$ cat src/rtl/sine_lut.sv
// sine_lut: registered 256-entry sine ROM, phase[31:24] -> offset-binary 8-bit sample.
// Only the first quarter-wave magnitude is stored. The second quarter is mirrored,
// and the negative half is formed as 128 - magnitude. The quarter-wave is stored as
// an offset from mid-scale, 0..127. With this scheme, entry[i] + entry[i+128] == 256
// holds exactly.
module sine_lut (
    input  logic        clk,
    input  logic        reset,
    input  logic        enable,
    input  logic [31:0] phase,
    output logic [7:0]  sine
);

    logic [7:0] idx;
    logic [6:0] half_pos;   // position inside the current half period, 0..127
    logic [6:0] qtr_pos;    // folded into the first quarter, 0..64
    logic [6:0] mag;        // |sample - 128|, 0..127
    logic [7:0] sine_d;
    logic [7:0] sine_q;

    assign idx      = phase[31:24];
    assign half_pos = idx[6:0];

    // Fold the second quarter (65..127) back onto 63..1. The value 128 - k wraps into 7 bits as -k.
    always_comb begin
        qtr_pos = half_pos;
        if (half_pos[6] && (half_pos[5:0] != 6'd0))
            qtr_pos = 7'd0 - half_pos;
    end

    // Quarter-wave magnitude ROM: round(127*sin(2*pi*k/256)) for k = 0..64.
    always_comb begin
        mag = 7'd0;
        case (qtr_pos)
            7'd0:  mag = 7'd0;    7'd1:  mag = 7'd3;    7'd2:  mag = 7'd6;
            7'd3:  mag = 7'd9;    7'd4:  mag = 7'd12;   7'd5:  mag = 7'd16;
            7'd6:  mag = 7'd19;   7'd7:  mag = 7'd22;   7'd8:  mag = 7'd25;
            7'd9:  mag = 7'd28;   7'd10: mag = 7'd31;   7'd11: mag = 7'd34;
            7'd12: mag = 7'd37;   7'd13: mag = 7'd40;   7'd14: mag = 7'd43;
            7'd15: mag = 7'd46;   7'd16: mag = 7'd49;   7'd17: mag = 7'd51;
            7'd18: mag = 7'd54;   7'd19: mag = 7'd57;   7'd20: mag = 7'd60;
            7'd21: mag = 7'd63;   7'd22: mag = 7'd65;   7'd23: mag = 7'd68;
            7'd24: mag = 7'd71;   7'd25: mag = 7'd73;   7'd26: mag = 7'd76;
            7'd27: mag = 7'd78;   7'd28: mag = 7'd81;   7'd29: mag = 7'd83;
            7'd30: mag = 7'd85;   7'd31: mag = 7'd88;   7'd32: mag = 7'd90;
            7'd33: mag = 7'd92;   7'd34: mag = 7'd94;   7'd35: mag = 7'd96;
            7'd36: mag = 7'd98;   7'd37: mag = 7'd100;  7'd38: mag = 7'd102;
            7'd39: mag = 7'd104;  7'd40: mag = 7'd106;  7'd41: mag = 7'd107;
            7'd42: mag = 7'd109;  7'd43: mag = 7'd111;  7'd44: mag = 7'd112;
            7'd45: mag = 7'd113;  7'd46: mag = 7'd115;  7'd47: mag = 7'd116;
            7'd48: mag = 7'd117;  7'd49: mag = 7'd118;  7'd50: mag = 7'd120;
            7'd51: mag = 7'd121;  7'd52: mag = 7'd122;  7'd53: mag = 7'd122;
            7'd54: mag = 7'd123;  7'd55: mag = 7'd124;  7'd56: mag = 7'd125;
            7'd57: mag = 7'd125;  7'd58: mag = 7'd126;  7'd59: mag = 7'd126;
            7'd60: mag = 7'd126;  7'd61: mag = 7'd127;  7'd62: mag = 7'd127;
            7'd63: mag = 7'd127;  7'd64: mag = 7'd127;
            default: mag = 7'd0;
        endcase
    end

    // Next sample: reset to mid-scale, load on enable, otherwise hold.
    always_comb begin
        sine_d = sine_q;
        if (reset)
            sine_d = 8'd128;
        else if (enable)
            sine_d = idx[7] ? (8'd128 - {1'b0, mag}) : (8'd128 + {1'b0, mag});
    end

    // Output register. This keeps any combinational path from phase to sine out of the design.
    always_ff @(posedge clk) begin
        sine_q <= sine_d;
    end

    assign sine = sine_q;

endmodule

$ cat config.mk
export PLATFORM = sky130hd
export DESIGN_NAME = sine_lut
export DESIGN_NICKNAME = d
export VERILOG_FILES = /design/src/rtl/sine_lut.sv
export SDC_FILE = /design/constraint.sdc
export NUM_CORES = 1
export LEC_CHECK = 0
export BUFFER_PORTS_ARGS = -buffer_cell sky130_fd_sc_hd__buf_4
export CAP_MARGIN = 20
export CORE_ASPECT_RATIO = 1.2
export CORE_UTILIZATION = 55
export DETAILED_ROUTE_END_ITERATION = 7
export GPL_ROUTABILITY_DRIVEN = 0
export PLACE_DENSITY_LB_ADDON = 0.05
export RECOVER_POWER = 50
export SYNTH_ARGS = -nofsm -noshare
export SYNTH_HDL_FRONTEND = slang
export SYNTH_SLANG_ARGS = --single-unit
$ cat constraint.sdc
create_clock -name clk -period 4.95 [get_ports clk]
set_input_delay 0.99 -clock clk [delete_from_list [all_inputs] [get_ports clk]]
set_output_delay 0.99 -clock clk [all_outputs]
set_load 0.1 [all_outputs]
Word level (Yosys, flattened, before mapping)
Memories as Yosys holds them, arrays and structs flattened.
Index checks and enable logic that the tools add are counted.
- mux-type cells: 2
- $add $sub $neg: 3
- reductions and logical operators: 2
- operators with widths (operator ; count):
    $add A8 B7 Y8 const A ; 1
    $mux W8 ; 1
    $sub A8 B7 Y8 const A ; 1
    $mux W7 ; 1
    $sub A1 B7 Y7 const A ; 1
    $reduce_bool A6 Y1 ; 1
    $logic_and A1 B1 Y1 ; 1
- output and inout bits: 8
- memories: 1
- register bits: 8
- word-level logic and storage cells: 9
- ROM bits: 896
- memories (memory ; words ; bits a word ; rd ports ; clocked after memory_dff ; write ports ; line ; source):
    (name not given) ; 128 ; 7 ; 1 ; 0 ; 0 ; 34 ; case (qtr_pos)

Longest topological paths before layout
Gate-level depths: netlist (run 1).
An unclocked memory read counts as a cell.
- depth after elaboration: 6
- mapped depth: 17

Least setup slack after synthesis (run 1)
Ideal clock, no wire load.
- kind: input-to-reg
- start point: input port phase[24]
- end point: register sine_q[6] (netlist: sine[6])
- arrival time: 4.116 ns
- buffers on the path: 2
- required time: 4.824 ns
- slack: 0.708 ns
- stages: 16
- path through: buf_2 -> inv_1 -> ha_1 -> nand2b_1 -> o311a_1 -> or2_4 -> ha_1 -> clkbuf_1 -> nand2b_1 -> o31a_1 -> a211oi_1 -> or2_2 -> ha_1 -> and2_1 -> a311o_1 -> o211ai_2
- word-level cells in the longest chain between the ends: 6
- elaborated cells on any way between the ends: 8
- those cells by class: 3 x add/sub; 2 x mux; 2 x reduce/logical; 1 x memory
- ends and longest elaborated chain (what ; line ; source):
    from (decl) ; 10 ; input logic [31:0] phase,
    parallel branches: the longest is 2 deep, another holds $sub A1 B7 Y7 ; -- ;
    $mux W7 * ; 27 ; if (half_pos[6] && (half_pos[5:0] != 6'd0))
    $mem_v2 Z128 W7 * ; -- ;
    $add A8 B7 Y8 / $sub A8 B7 Y8 (equally long branches) ; 67 ; sine_d = idx[7] ? (8'd128 - {1'b0, mag}) : (8'd128 + {1'b0, mag});
    $mux W8 * ; 67 ;
    to (signal assigned) ; 72 ; sine_q <= sine_d;
    to (decl) ; 19 ; logic [7:0] sine_q;
Mark *: on every way between the ends.
A chain may end at the register's enable or synchronous reset.

Final worst setup path (run 1)
Same ends and word-level chain as after synthesis.

==> results of run 1 <==
==> logic make-up after synthesis <==
family,synth area share [%]
AOI/OAI and AO/OA,47.70
buffers and inverters,7.869
and+or+nand+nor,24.15
adders and majority gates,4.749
DFF,8.684
muxes,4.138
xor gates and xnor gates,2.714
==> critical path, cell delays in order <==
cell       delay (ps)
buf_4             170
inv_1             170
ha_1              200
nand2b_1          110
o41ai_2           390
or2_4             230
ha_1              270
mux2i_1           130
nand2b_1          110
a21oi_1            60
o32ai_1           280
a2bb2oi_1         160
and2_1            220
ha_1              240
and2_1            160
a311o_1           360
o211ai_2           70
==> power groups by stage <==
stage	sequential, mW	combinational [mW]	clock (mW)
2_1_floorplan	0.130	0.176	0
3_3_place_gp	0.0763	0.282	0
4_1_cts	0.0754	0.290	0.0536
6_report	0.0752	0.288	0.0518
5_1_grt	0.0764	0.309	0.0568
3_5_place_dp	0.0768	0.289	0
==> metrics by stage <==
stage                     std cells  hold slack (ps)
final                           272            481.2
after CTS                       272            486.5
after global routing            272            530.8
after floorplan                 228            917.8
after detailed placement        269            480.4
after global placement          269            471.9
==> how the worst max path moves through the flow <==
stage | from | to | slack, ps
2_1_floorplan | phase[24] | sine[6] | 710
3_3_place_gp | phase[24] | sine[6] | 620
3_5_place_dp | phase[24] | sine[6] | 570
4_1_cts | phase[24] | sine[6] | 820
5_1_grt | phase[24] | sine[6] | 580
6_report | phase[24] | sine[6] | 790
==> cell type report <==
| type | count | area (µm²) | area share (%) |
|---|---|---|---|
| tap | 36 | 45.04 | 2.308 |
| sequential | 8 | 160.2 | 8.205 |
| inverter | 7 | 27.53 | 1.410 |
| clock buffer | 3 | 22.52 | 1.154 |
| multi-input combinational | 193 | 1539 | 78.85 |
| timing repair buffer | 25 | 157.7 | 8.077 |
==> per-layer routing <==
metal	part of all wire [%]	wire length, µm	global-route usage, %
met1	46	2355	45.68
met2	46	2361	48.04
met3	6.6	340	5.787
met4	1.2	60	4.808
met5	0	0	0
==> synth_stat cells, drive strengths merged (6+ instances only) <==
master	instances	share of area [%]
a21oi	15	4.5
buf	12	4.7
clkbuf	8	1.6
dfxtp	8	8.7
ha	7	4.7
inv	6	1.2
nand2	13	3.1
nand2b	8	2.7
nor2	13	2.6
nor2b	9	3.1
nor3	7	2.2
o211ai	7	3.7
o21ai	14	4.0
==> layout by cell type, fill, tap and decap left out, types with 5 or more instances in the layout <==
cell type  synthesis  final
dfxtp_1            8      8
buf_4              1     17
mux2i_1            5      5
nor2_1            13     13
and3_1             5      5
nand2b_1           8      8
clkbuf_1           8      8
nor2b_1            9      9
nand2_1           12     12
inv_1              6      6
o32ai_1            5      5
nor3_1             6      6
a21oi_1           13     13
o21ai_0           10     10
ha_1               7      7
==> impl_metrics.xml, run 1 <==
<?xml version="1.0" encoding="UTF-8"?>
<metrics>
  <group name="floorplan">
    <metric name="initial_core_util" unit="%">58.77</metric>
    <metric name="chipWidth" unit="µm">54.86</metric>
    <metric name="area_of_the_core" unit="mm²">0.003138</metric>
    <metric name="rows" unit="">22</metric>
    <metric name="design.portCount" unit="">43</metric>
    <metric name="die-area" unit="mm²">0.003590</metric>
    <metric name="die_height" unit="µm">65.44</metric>
  </group>
  <group name="run_status">
    <metric name="result_of_the_run" unit="">finished clean</metric>
  </group>
  <group name="pwr">
    <metric name="cell_internal_power" unit="mW">0.1970</metric>
    <metric name="leakage" unit="nW">0.7128</metric>
    <metric name="p_switching" unit="mW">0.2180</metric>
    <metric name="totalPowerFinal" unit="mW">0.4150</metric>
    <metric name="worst_ir_drop_vdd" unit="mV">0.2209</metric>
    <metric name="clkPwrFrac" unit="%">12.5</metric>
    <metric name="p_sw_share" unit="%">52.53</metric>
    <metric name="pwr_density_cell" unit="mW/mm²">212.6</metric>
    <metric name="comb_power_share" unit="%">69.4</metric>
    <metric name="share_seq_of_total_power" unit="%">18.1</metric>
  </group>
  <group name="job">
    <metric name="max_cap_violations" unit="">0</metric>
  </group>
  <group name="routing">
    <metric name="detail_route.iter0.violations" unit="">78</metric>
    <metric name="remaining_drc_errors" unit="">0</metric>
    <metric name="detailroute.via_count" unit="">1938</metric>
    <metric name="antenna_violation_net_count_after_detailed_routing" unit="">0</metric>
    <metric name="route.final.wire_length" unit="mm">5.117</metric>
    <metric name="route.detailed.vias_per_inst" unit="">7.125</metric>
    <metric name="drt_first_pass_iters" unit="">4</metric>
    <metric name="wl_per_cell" unit="µm">18.81</metric>
  </group>
  <group name="synthesis">
    <metric name="post_synth_instance_area" unit="mm²">0.001844</metric>
    <metric name="post_synth.cell_area_avg" unit="µm²">8.089</metric>
    <metric name="synth.yosys.seq_area_share" unit="%">8.684</metric>
    <metric name="async_reset_ff_share" unit="%">0</metric>
    <metric name="synth-seq-cells" unit="">8</metric>
    <metric name="synthFlopType" unit="">dfxtp_1</metric>
    <metric name="yosysUniqueCellTypes" unit="">79</metric>
    <metric name="synth_edf_count" unit="">0</metric>
    <metric name="synthesis.nets" unit="">270</metric>
    <metric name="post_synth_inst_count" unit="">228</metric>
    <metric name="yosys_warnings" unit="">0</metric>
  </group>
  <group name="timing">
    <metric name="fin_crit_sh" unit="%">84.00</metric>
    <metric name="final_period_minus_worst_setup_slack" unit="ps">4158</metric>
    <metric name="max_slew.worst_pin.slew" unit="ps">1176</metric>
    <metric name="timing.setup.tns" unit="ps">0</metric>
    <metric name="slew_headroom" unit="%">21.97</metric>
    <metric name="grt_setup_unrepaired" unit="">false</metric>
    <metric name="finalHoldViolCount" unit="">0</metric>
    <metric name="fin_ws" unit="ps">792.0</metric>
    <metric name="finClkSkew" unit="ps">0</metric>
    <metric name="slew_violations" unit="">0</metric>
    <metric name="timing.final.setup_violations" unit="">0</metric>
    <metric name="fmax" unit="GHz">0.2405</metric>
  </group>
  <group name="setup_path">
    <metric name="reg2reg_slack" unit="ps">4140</metric>
    <metric name="cp.arrival" unit="ps">4340</metric>
    <metric name="required" unit="ps">5140</metric>
    <metric name="crit_path_max_fanout" unit="">14</metric>
    <metric name="rr_worst_depth" unit="">3</metric>
    <metric name="crit_path_kind" unit="">in2reg</metric>
    <metric name="worst_r2r_startpoint" unit="">sine[6]</metric>
    <metric name="worst_r2r_endpoint" unit="">sine[6]</metric>
    <metric name="cp-end-kind" unit="">register</metric>
    <metric name="timing.critical_path.from_type" unit="">primary input</metric>
  </group>
  <group name="global_routing">
    <metric name="antenna_found_initial" unit="">0</metric>
    <metric name="grt_first_pass_wirelength" unit="mm">8.473</metric>
    <metric name="grt_overflow_total" unit="">0</metric>
    <metric name="grt_pass1_vias" unit="">1778</metric>
    <metric name="grt_max_degree" unit="">28</metric>
    <metric name="track_usage" unit="%">31.51</metric>
  </group>
  <group name="placed_design">
    <metric name="numPortBuffers" unit="">18</metric>
    <metric name="dpl_worst_slack" unit="ps">571.3</metric>
    <metric name="post_dp_cell_area" unit="mm²">0.001959</metric>
    <metric name="dp_hpwl" unit="mm">3.775</metric>
  </group>
  <group name="final_layout">
    <metric name="drive_above_1_share" unit="%">21.61</metric>
    <metric name="layout_area_growth_over_synthesis" unit="%">5.834</metric>
    <metric name="final_core_util" unit="%">62.20</metric>
    <metric name="post-route-cell-area" unit="mm²">0.001952</metric>
    <metric name="num-fill-cells" unit="">327</metric>
    <metric name="flip_flop_count_of_the_largest_register_after_layout" unit="">8</metric>
    <metric name="number_of_inserted_diodes" unit="">0</metric>
    <metric name="finalNetCount" unit="">280</metric>
  </group>
  <group name="clocking">
    <metric name="cts_max_path_buffers" unit="">2</metric>
    <metric name="cts_hold_buffers" unit="">0</metric>
    <metric name="cts_setup_buffers" unit="">0</metric>
    <metric name="clock_sink_count" unit="">8</metric>
    <metric name="cts-buffers-inserted" unit="">3</metric>
    <metric name="clock_tree.htree_level_count" unit="">1</metric>
    <metric name="path_clk_slew" unit="ps">60</metric>
    <metric name="clk-insertion-delay-late" unit="ps">260</metric>
    <metric name="cts_root_buf" unit="">clkbuf_4</metric>
    <metric name="cts-resized-gates" unit="">0</metric>
    <metric name="tritoncts" unit="">yes</metric>
  </group>
  <group name="hold_path">
    <metric name="worstHoldPathType" unit="">reg2reg</metric>
    <metric name="hold_depth" unit="">2</metric>
    <metric name="whs_endpoint" unit="">sine[4]</metric>
    <metric name="hold_path.startpoint" unit="">sine[4]</metric>
  </group>
</metrics>
No activity file was read; power rests on OpenSTA's default activity.
==> run 2, diff against run 1 <==
==> constraint.sdc (replaced) <==
create_clock -name clk -period 4.21 [get_ports clk]
set_input_delay 0.842 -clock clk [delete_from_list [all_inputs] [get_ports clk]]
set_output_delay 0.842 -clock clk [all_outputs]
set_load 0.1 [all_outputs]
==> run 2 against run 1 <==
  * First-iteration DRC count rose by 53%
  * Final cell count increased by 1.8%
  * Routed wire length grew 3.1%
  * Combinational power is 19% higher
  * Non-clock buffer count grew 5
  * Via count up 3.3%
  * Cell area rose by 1.9%
  * Power grew 19%
  * Clock skew is the same
  * Critical path type unchanged
  * Largest cell class unchanged
==> impl_metrics.xml, run 2 (synthesis gave the netlist of run 1 again) <==
<?xml version="1.0" encoding="UTF-8"?>
<metrics>
  <group name="run_status">
    <metric name="result_of_the_run" unit="">finished clean</metric>
  </group>
  <group name="routing">
    <metric name="detail_route.iter0.violations" unit="">119</metric>
    <metric name="antenna_violation_net_count_after_detailed_routing" unit="">0</metric>
    <metric name="drt_first_pass_iters" unit="">5</metric>
    <metric name="detailroute.via_count" unit="">2001</metric>
    <metric name="wl_per_cell" unit="µm">19.04</metric>
    <metric name="route.final.wire_length" unit="mm">5.274</metric>
    <metric name="remaining_drc_errors" unit="">0</metric>
    <metric name="route.detailed.vias_per_inst" unit="">7.224</metric>
  </group>
  <group name="clocking">
    <metric name="cts_setup_buffers" unit="">0</metric>
    <metric name="cts-resized-gates" unit="">0</metric>
    <metric name="cts_hold_buffers" unit="">0</metric>
    <metric name="clk-insertion-delay-late" unit="ps">260</metric>
    <metric name="cts-buffers-inserted" unit="">3</metric>
    <metric name="path_clk_slew" unit="ps">60</metric>
    <metric name="cts_max_path_buffers" unit="">2</metric>
    <metric name="cts_root_buf" unit="">clkbuf_4</metric>
    <metric name="clock_sink_count" unit="">8</metric>
    <metric name="clock_tree.htree_level_count" unit="">1</metric>
    <metric name="tritoncts" unit="">yes</metric>
  </group>
  <group name="timing">
    <metric name="slew_violations" unit="">0</metric>
    <metric name="finalHoldViolCount" unit="">0</metric>
    <metric name="fmax" unit="GHz">0.2495</metric>
    <metric name="timing.setup.tns" unit="ps">0</metric>
    <metric name="finClkSkew" unit="ps">0</metric>
    <metric name="max_slew.worst_pin.slew" unit="ps">1173</metric>
    <metric name="fin_crit_sh" unit="%">95.22</metric>
    <metric name="final_period_minus_worst_setup_slack" unit="ps">4009</metric>
    <metric name="grt_setup_unrepaired" unit="">false</metric>
    <metric name="timing.final.setup_violations" unit="">0</metric>
    <metric name="slew_headroom" unit="%">22.13</metric>
  </group>
  <group name="final_layout">
    <metric name="number_of_inserted_diodes" unit="">0</metric>
    <metric name="total_area_of_multi_input_combinational_cells" unit="mm²">0.001539</metric>
    <metric name="commonest_non_fill_non_tap_cells_in_the_layout" unit="">buf_4, a21oi_1, nor2_1</metric>
    <metric name="fin_cells" unit="">277</metric>
    <metric name="sequential_cell_area" unit="µm²">160.2</metric>
    <metric name="layout.cells.most_common" unit="">buf_4</metric>
    <metric name="finalNetCount" unit="">285</metric>
    <metric name="layout_area_growth_over_synthesis" unit="%">7.870</metric>
    <metric name="drive_above_1_share" unit="%">23.24</metric>
    <metric name="flip_flop_count_of_the_largest_register_after_layout" unit="">8</metric>
    <metric name="num-fill-cells" unit="">313</metric>
  </group>
  <group name="pwr">
    <metric name="comb_power_share" unit="%">69.5</metric>
    <metric name="pwr_density_cell" unit="mW/mm²">248.6</metric>
    <metric name="cell_internal_power" unit="mW">0.2346</metric>
    <metric name="p_switching" unit="mW">0.2599</metric>
    <metric name="worst_ir_drop_vdd" unit="mV">0.3147</metric>
    <metric name="p_sw_share" unit="%">52.55</metric>
    <metric name="clkPwrFrac" unit="%">12.6</metric>
    <metric name="share_seq_of_total_power" unit="%">17.9</metric>
    <metric name="leakage" unit="nW">0.7367</metric>
  </group>
  <group name="placed_design">
    <metric name="numPortBuffers" unit="">18</metric>
    <metric name="place.detailed.instances" unit="">274</metric>
    <metric name="dp_hpwl" unit="mm">3.897</metric>
  </group>
  <group name="setup_path">
    <metric name="required" unit="ps">4400</metric>
    <metric name="crit_path_kind" unit="">in2reg</metric>
    <metric name="cp.arrival" unit="ps">4200</metric>
    <metric name="crit_path_max_fanout" unit="">9</metric>
    <metric name="timing.critical_path.from_type" unit="">primary input</metric>
    <metric name="cp-end-kind" unit="">register</metric>
  </group>
  <group name="global_routing">
    <metric name="grt_pass1_vias" unit="">1939</metric>
    <metric name="antenna_found_initial" unit="">0</metric>
    <metric name="grt_overflow_total" unit="">0</metric>
    <metric name="grt_max_degree" unit="">28</metric>
    <metric name="grt_first_pass_wirelength" unit="mm">8.873</metric>
    <metric name="track_usage" unit="%">33.17</metric>
  </group>
  <group name="floorplan">
    <metric name="initial_core_util" unit="%">58.77</metric>
    <metric name="area_of_the_core" unit="mm²">0.003138</metric>
    <metric name="rows" unit="">22</metric>
    <metric name="design.portCount" unit="">43</metric>
    <metric name="chipWidth" unit="µm">54.86</metric>
    <metric name="die-area" unit="mm²">0.003590</metric>
    <metric name="die_height" unit="µm">65.44</metric>
  </group>
  <group name="hold_path">
    <metric name="worstHoldPathType" unit="">reg2reg</metric>
  </group>
  <group name="job">
    <metric name="max_cap_violations" unit="">0</metric>
  </group>
</metrics>
==> run 2: cell type report <==
class,instances,area share (%)
Timing Repair Buffer,30,9.811
Sequential cell,8,8.050
Tap cell,36,2.264
Clock buffer,3,1.132
Inverter,7,1.384
Multi-Input combinational cell,193,77.36
==> run 2: power by group through the flow <==
stage | logic (mW) | registers (mW) | clock network (mW)
global route | 0.370 | 0.0898 | 0.0675
CTS | 0.346 | 0.0888 | 0.0623
floorplan | 0.207 | 0.153 | 0
finish | 0.344 | 0.0884 | 0.0625
global placement | 0.335 | 0.0897 | 0
detailed placement | 0.344 | 0.0903 | 0
==> run 2: worst paths after layout <==
kind / startpoint / endpoint / slack, ps / cells past startpoint
worst max-delay path: phase[25] / sine[6] / 200 / 17
worst min-delay path: sine[2] / sine[2] / 480 / 2
worst max register to register: sine[5] / sine[5] / 3390 / 3
worst min register to register: sine[2] / sine[2] / 480 / 2
==> run 2: worst max-delay path, stage by stage <==
cell	delay, ps
buf_4	160
inv_1	110
ha_1	200
nand2b_1	120
o41ai_2	400
or2_4	230
ha_1	310
mux2i_1	140
nand2b_1	90
a21oi_1	60
o32ai_1	290
a2bb2oi_1	180
and2_1	230
ha_1	240
and2_1	170
a311o_1	360
o211ai_2	60
==> run 2: per-layer routing <==
metal / GRT usage (%) / wire [µm] / vias up
met5: 0 / 0 / -
met4: 7.372 / 59 / 0
met3: 8.796 / 472 / 8
met2: 51.20 / 2481 / 100
met1: 44.85 / 2260 / 959
li1: - / - / 934
==> run 2: stage by stage <==
step	worst slack [ps]	hold slack (ps)	cell area, µm²	util, %	total power, mW
after floorplan	116.2	917.8	1844	-	0.3598
after global placement	90.65	470.6	1997	63.64	0.4246
after detailed placement	22.14	484.9	1997	63.64	0.4345
after CTS	274.3	493.8	2019	64.35	0.4968
after global routing	18.93	520.4	1989	63.40	0.5270
final	201.2	484.1	1989	63.40	0.4945
